**config.mk**
```make
export PLATFORM = sky130hd
export DESIGN_NAME = serial_deserializer
export DESIGN_NICKNAME = d
export VERILOG_FILES = /design/src/rtl/serial_deserializer.sv
export SDC_FILE = /design/constraint.sdc
export NUM_CORES = 1
export LEC_CHECK = 0
export ABC_CLOCK_PERIOD_IN_PS = 1670
export CAP_MARGIN = 5
export CORE_ASPECT_RATIO = 1.25
export CORE_UTILIZATION = 35
export CTS_CLUSTER_SIZE = 14
export DETAILED_ROUTE_END_ITERATION = 16
export PLACE_DENSITY = 0.57
export SLEW_MARGIN = 20
export SYNTH_ARGS = -nofsm -noshare
export SYNTH_HDL_FRONTEND = slang
export SYNTH_SLANG_ARGS = --single-unit
```
**constraint.sdc**
```tcl
create_clock -name clk -period 1.67 [get_ports clk]
set_input_delay 0.334 -clock clk [delete_from_list [all_inputs] [get_ports clk]]
set_output_delay 0.334 -clock clk [all_outputs]
set_load 0.01 [all_outputs]
```
**src/rtl/serial_deserializer.sv**
```systemverilog
// Serial-to-parallel byte deserializer with per-frame bit order and a one-byte output holding register.
// Optional even-parity frame bit is compiled in with `define PARITY_CHECK_EN.
module serial_deserializer (
  input  logic       clk,
  input  logic       reset,
  input  logic       sin,
  input  logic       sin_valid,
  input  logic       dir,
  input  logic       o_ready,
  output logic [7:0] o,
  output logic       o_valid,
  output logic       busy,
  output logic       overrun,
  output logic       parity_err
);

  typedef enum logic [1:0] {
    IDLE,
    DATA
`ifdef PARITY_CHECK_EN
    , PARITY
`endif
  } state_t;

  state_t      state_q, state_d;
  logic [2:0]  cnt_q, cnt_d;
  logic [7:0]  shift_q, shift_d;
  logic        dir_q, dir_d;
  logic [7:0]  o_q, o_d;
  logic        o_valid_q, o_valid_d;
  logic        overrun_q, overrun_d;
  logic        dir_sel;
  logic [7:0]  shifted;
  logic        done;
  logic [7:0]  new_byte;
`ifdef PARITY_CHECK_EN
  logic        pe_q, pe_d;
  logic        new_pe;
`endif

  always_comb begin
    state_d   = state_q;
    cnt_d     = cnt_q;
    shift_d   = shift_q;
    dir_d     = dir_q;
    o_d       = o_q;
    o_valid_d = o_valid_q;
    overrun_d = overrun_q;
    done      = 1'b0;
    new_byte  = shift_q;
`ifdef PARITY_CHECK_EN
    pe_d      = pe_q;
    new_pe    = 1'b0;
`endif
    // The first bit of a frame uses the live dir pin; later bits use the latched copy.
    dir_sel = (state_q == IDLE) ? dir : dir_q;
    shifted = dir_sel ? {shift_q[6:0], sin} : {sin, shift_q[7:1]};

    case (state_q)
      IDLE: begin
        if (sin_valid) begin
          dir_d   = dir;
          shift_d = shifted;
          cnt_d   = 3'd1;
          state_d = DATA;
        end
      end
      DATA: begin
        if (sin_valid) begin
          shift_d = shifted;
          cnt_d   = cnt_q + 3'd1;
          if (cnt_q == 3'd7) begin
`ifdef PARITY_CHECK_EN
            state_d = PARITY;
`else
            state_d  = IDLE;
            done     = 1'b1;
            new_byte = shifted;
`endif
          end
        end
      end
`ifdef PARITY_CHECK_EN
      PARITY: begin
        if (sin_valid) begin
          state_d  = IDLE;
          done     = 1'b1;
          new_byte = shift_q;
          new_pe   = (^shift_q) ^ sin;
        end
      end
`endif
      default: state_d = IDLE;
    endcase

    // A completed byte either replaces the held one (free or being consumed) or is dropped.
    if (done) begin
      if (o_valid_q && !o_ready) begin
        overrun_d = 1'b1;
      end else begin
        o_d       = new_byte;
        o_valid_d = 1'b1;
`ifdef PARITY_CHECK_EN
        pe_d      = new_pe;
`endif
      end
    end else if (o_valid_q && o_ready) begin
      o_valid_d = 1'b0;
    end
  end

  always_ff @(posedge clk) begin
    if (reset) begin
      state_q   <= IDLE;
      cnt_q     <= '0;
      shift_q   <= '0;
      dir_q     <= 1'b0;
      o_q       <= '0;
      o_valid_q <= 1'b0;
      overrun_q <= 1'b0;
`ifdef PARITY_CHECK_EN
      pe_q      <= 1'b0;
`endif
    end else begin
      state_q   <= state_d;
      cnt_q     <= cnt_d;
      shift_q   <= shift_d;
      dir_q     <= dir_d;
      o_q       <= o_d;
      o_valid_q <= o_valid_d;
      overrun_q <= overrun_d;
`ifdef PARITY_CHECK_EN
      pe_q      <= pe_d;
`endif
    end
  end

  assign o       = o_q;
  assign o_valid = o_valid_q;
  assign busy    = (state_q != IDLE);
  assign overrun = overrun_q;
`ifdef PARITY_CHECK_EN
  assign parity_err = pe_q;
`else
  assign parity_err = 1'b0;
`endif

endmodule

```
Word-level counts from Yosys, hierarchy flattened
Index checks and enable logic that the tools add are counted.
{ "word_totals": {"ff_bits": 24, "input_bits": 6, "elab_cells": 48, "out_inout_bits": 12} }
{ "classes": {"reduce_logical": 15, "bitwise_logic": 1, "n_eq_ne": 6, "add_sub_neg": 1, "n_mux": 18} }
{ "ops": {"columns": ["op", "count"], "rows": [
  ["8-bit 2-to-1 mux", 4],
  ["2-bit AND reduction", 5],
  ["2-bit != test (second input constant)", 4],
  ["1-bit 2-to-1 mux", 7],
  ["2-bit 2-to-1 mux", 3],
  ["3-bit 2-to-1 mux", 2],
  ["3-bit case mux with 2 select lines", 1],
  ["3-bit AND reduction", 2],
  ["2-bit nonzero test", 3],
  ["2-bit case mux with 2 select lines", 1],
  ["3-bit by 1-bit adder with 3-bit output (second input constant)", 1],
  ["3-bit == test (second input constant)", 1],
  ["2-bit by 1-bit == test with 1-bit output (second input constant)", 1],
  ["1-bit logical AND", 2],
  ["2-bit logical NOT", 1],
  ["2-bit OR reduction", 1],
  ["1-bit logical NOT", 1],
  ["1-bit NOT", 1]
]} }

Logic depth before layout (Yosys ltp)
{ "logic_depth": {"depth_word": 6, "ltp_mapped": 6} }

Least setup slack after synthesis
OpenSTA, ideal clock, no wires.
{ "synth_timing": {"path_kind": "reg2reg", "startpoint": "register cnt_q[0]", "endpoint": "register o_q[5], in the netlist o[5]", "n_path_buf": 1, "t_arrival_ns": 1.356, "path_slack_ns": 0.229, "setup_time_ns": 0.086, "path_stages_with_launch": 7, "path_cell_list": "dfxtp_1 -> ha_1 -> ha_1 -> and3_2 -> and2_1 -> clkbuf_1 -> a211oi_1"} }
{ "synth_via": {"elab_chain_cells": 5, "elab_cells_between_ends": 8, "cone_classes": "eq/ne: 1; mux: 6; reduce/logical: 1"} }
{ "synth_lines": {"columns": ["item", "line", "source"], "rows": [
  ["start: declaration", "26", "logic [2:0] cnt_q, cnt_d;"],
  ["start signal: assignment", "126", "cnt_q <= cnt_d;"],
  ["3-bit == test (*)", "72", "if (cnt_q == 3'd7) begin"],
  ["1-bit 2-to-1 mux", "72", null],
  ["1-bit 2-to-1 mux", "69", "if (sin_valid) begin"],
  ["1-bit 2-to-1 mux", "59", "case (state_q)"],
  ["2-bit AND reduction (no line)", null, null],
  ["end signal: assignment", "118", "o_q <= '0;"],
  ["end signal: assignment", "129", "o_q <= o_d;"],
  ["end: declaration", "29", "logic [7:0] o_q, o_d;"]
]} }
Mark *: on every way between the ends. The rest lies on a longest branch, timed or not.
A chain may end at the register's enable or synchronous reset.

Final worst setup path
{ "layout_timing": {"startpoint": "register state_q[0]", "endpoint": "output busy"} }
{ "layout_via": {"elab_chain_cells": 1} }
{ "layout_lines": {"columns": ["item", "line", "source"], "rows": [
  ["start: declaration", "25", "state_t state_q, state_d;"],
  ["start signal: assignment", "125", "state_q <= state_d;"],
  ["2-bit nonzero test", "140", "assign busy = (state_q != IDLE);"],
  ["end: declaration", "12", "output logic busy,"]
]} }
Every way passes these cells.

==> out/metrics.csv <==
stage,metric,value,unit
run_status,status,completed,
sta,hold_violations,0,
clocking,clock_sinks,23,
power,leakagePower,0.000469,uW
grt,antenna_found_initial,0,
power,p_switching,239,uW
setup_path,crit_cells,1,
synth,avgSynthCellArea,9.76,sq um
synth,syn_area,947,sq um
power,peakVddDrop,0.461,mV
synth,yosysWarnings,0,
setup_path,path_buf_inv,1,
floorplan,dieArea,0.00292,sq mm
synth,synthTopCellsByArea,"dfxtp_1, a211oi_1, mux2i_1",
setup_path,critPathArrivalTime,1.25,ns
place,gp_congestion,0.801,
drt,post-route-drc-count,0,
place,dpl_cell_area,0.00119,sq mm
synth,synth_ff_type,dfxtp_1,
setup_path,required,1.34,ns
floorplan,rows,20,
synth,ys_async_sr_fraction,0,
setup_path,path_cells,clkdlybuf4s50_1,
setup_path,critPathCaptureType,output pin,
setup_path,crit_family,buffers and inverters,
sta,slew_viol_final,0,
synth,yosys.area.top_type,dfxtp_1,
drt,wire_per_inst,13.1,microns
synth,synth-seq-cells,23,
sta,fmax,0.633,GHz
floorplan,core-area,0.00250,sq mm
synth,synthesis.instances,97,
place,dp.cells,145,
final_layout,fin_util,0.487,
synth,synth_top_area_frac,0.486,
final_layout,fin_cells,149,
clocking,cts_buffers,3,
final_layout,diodes,0,
synth,syn_nets,105,
clocking,post_cts_buffers,0,
setup_path,r2r_slack,0.14,ns
floorplan,start_util,0.378,
clocking,htree_levels,1,
place,port-buffer-count,16,
drt,wl,1960,microns
setup_path,startpoint_type,register,
hold_path,worstHoldPathType,reg2reg,
final_layout,area_growth,28.5,%
power,clock_power_share,0.265,
power,seq_power_share,0.609,
final_layout,fin_nets,125,
clocking,root_buffer,clkbuf_4,
synth,synth-edff-count,0,
sta,min_period,1.58,ns
power,p_int,722,uW
drt,ant_nets,0,
synth,ys_top_cells_by_count,"dfxtp_1, a211oi_1, a21oi_1, nor2_1, mux2i_1",
drt,num_vias,761,
floorplan,fp.dieH,60.2,microns
setup_path,reg2reg_depth,5,
grt,grt_pass1_wl,3140,microns
final_layout,finish.instance_area,0.00122,sq mm
drt,dr.pass1.iters,4,
sta,setup_viol,0,
floorplan,die_x,48.5,microns
synth,synth_most_common_cell,dfxtp_1,
grt,grt_pass1_vias,685,
power,swShare,0.249,
clocking,cts_tree,built,
setup_path,slowest_delay,0.54,ns
synth,synth_seq_area_share,0.486,
setup_path,slowest_stage,clkdlybuf4s50_1,
setup_path,critPathMaxFanout,3,
setup_path,rr_endpoint,o[7],
clocking,insertion_delay,0.30,ns
grt,grt_start_max_net_pins,25,
sta,grt_setup_unrepaired,no,
final_layout,drive_above_1_share,0.138,
synth,synthDistinctLibCells,20,
power,comb_power_share,0.127,
clocking,cts.path.max_buffers,2,
setup_path,crit_end,busy,
sta,finalCritPeriodShare,0.946,
sta,fin_skew,0.00296,ns
setup_path,crit_start,state_q[0],
floorplan,ios,18,
power,power_density,789,mW/mm^2
drt,first_iter_violations,17,
grt,grt.total_usage,0.146,
sta,setup_slack,0.0898,ns
sta,holdWs,0.491,ns
setup_path,reg2reg_from,cnt_q[0],
job,cap_violations,0,
clocking,clkTransAtPathRegs,0.12,ns
place,dp_hpwl,1440,microns
drt,viasPerCell,5.11,
place,dp_slack,-0.00558,ns
setup_path,critical_path_class,reg2out,
grt,grt-ovfl-total,0,
layer usage:
metal / part of all wire / GRT usage / vias up
met2: 0.50 / 0.252 / 7
li1: - / - / 386
met5: 0 / 0 / -
met1: 0.46 / 0.169 / 366
met3: 0.021 / 0.0305 / 2
met4: 0.0087 / 0.0882 / 0
power by group through the flow:
stage | clock network [uW] | registers (uW) | logic (uW)
global placement | 0 | 596 | 121
detailed placement | 0 | 596 | 122
CTS | 267 | 585 | 123
global route | 294 | 588 | 133
finish | 254 | 585 | 122
floorplan | 0 | 592 | 76.3
final cells by class:
class / instances / area (sq um)
fill: 244 / 1280
sequential: 23 / 462
multi-input combinational: 63 / 434
timing repair buffer: 24 / 245
tap: 33 / 41.3
clock buffer: 3 / 22.5
inverter: 2 / 7.51
clock inverter: 1 / 5.00
kinds of logic (layout without fill, tap and decap cells):
family,count (synthesis),count (layout),share of synthesized area
AOI/OAI and AO/OA,30,30,0.206
other,1,1,0.00396
muxes,10,10,0.119
buffers and inverters,11,30,0.0555
DFF,23,23,0.486
adders and majority gates,2,2,0.0264
and+or+nand+nor,20,20,0.103
sequential cells by signal, summed over array words and instances (netlist names):
name,count
shift_q,8
overrun,1
state_q,1
cnt_q,3
o,8
o_valid,1
dir_q,1
how the worst min path moves through the flow:
stage / slack [ns] / depth (start not counted) / to / startpoint
2_1_floorplan: 0.41 / 1 / o[0] / reset
3_3_place_gp: 0.45 / 2 / overrun / overrun
3_5_place_dp: 0.46 / 2 / overrun / overrun
4_1_cts: 0.49 / 2 / overrun / overrun
5_1_grt: 0.52 / 2 / cnt_q[1] / cnt_q[1]
6_report: 0.49 / 2 / overrun / overrun
cells in the final DEF, fill, tap and decap left out:
cell type and count:
clkinv_2 1, inv_1 2, and2_1 1, nor3_1 1, o21bai_1 1, a211oi_1 16
mux2i_4 1, dfxtp_1 22, and2b_2 1, dfxtp_2 1, clkbuf_4 3, conb_1 1
buf_12 2, a31oi_1 2, ha_1 2, and3_2 1, nor2_1 11, mux2i_1 9
nand3_1 2, nand2b_1 3, buf_4 6, a21oi_1 11, clkdlybuf4s50_1 16
what timing repair did:
| action | CTS | global route |
|---|---|---|
| hold buffers | 0 | 0 |
| endpoints found under the hold margin | 0 | 0 |
| endpoints found under the setup margin | 1 | 0 |
| gates resized for setup | 1 | 0 |
per-stage QoR:
step	total power, uW	TNS [ns]
floorplan	668	0
global placement	717	-0.00142
detailed placement	719	-0.0104
CTS	974	0
global route	1010	0
finish	961	0
No activity file was read; power rests on OpenSTA's default activity.
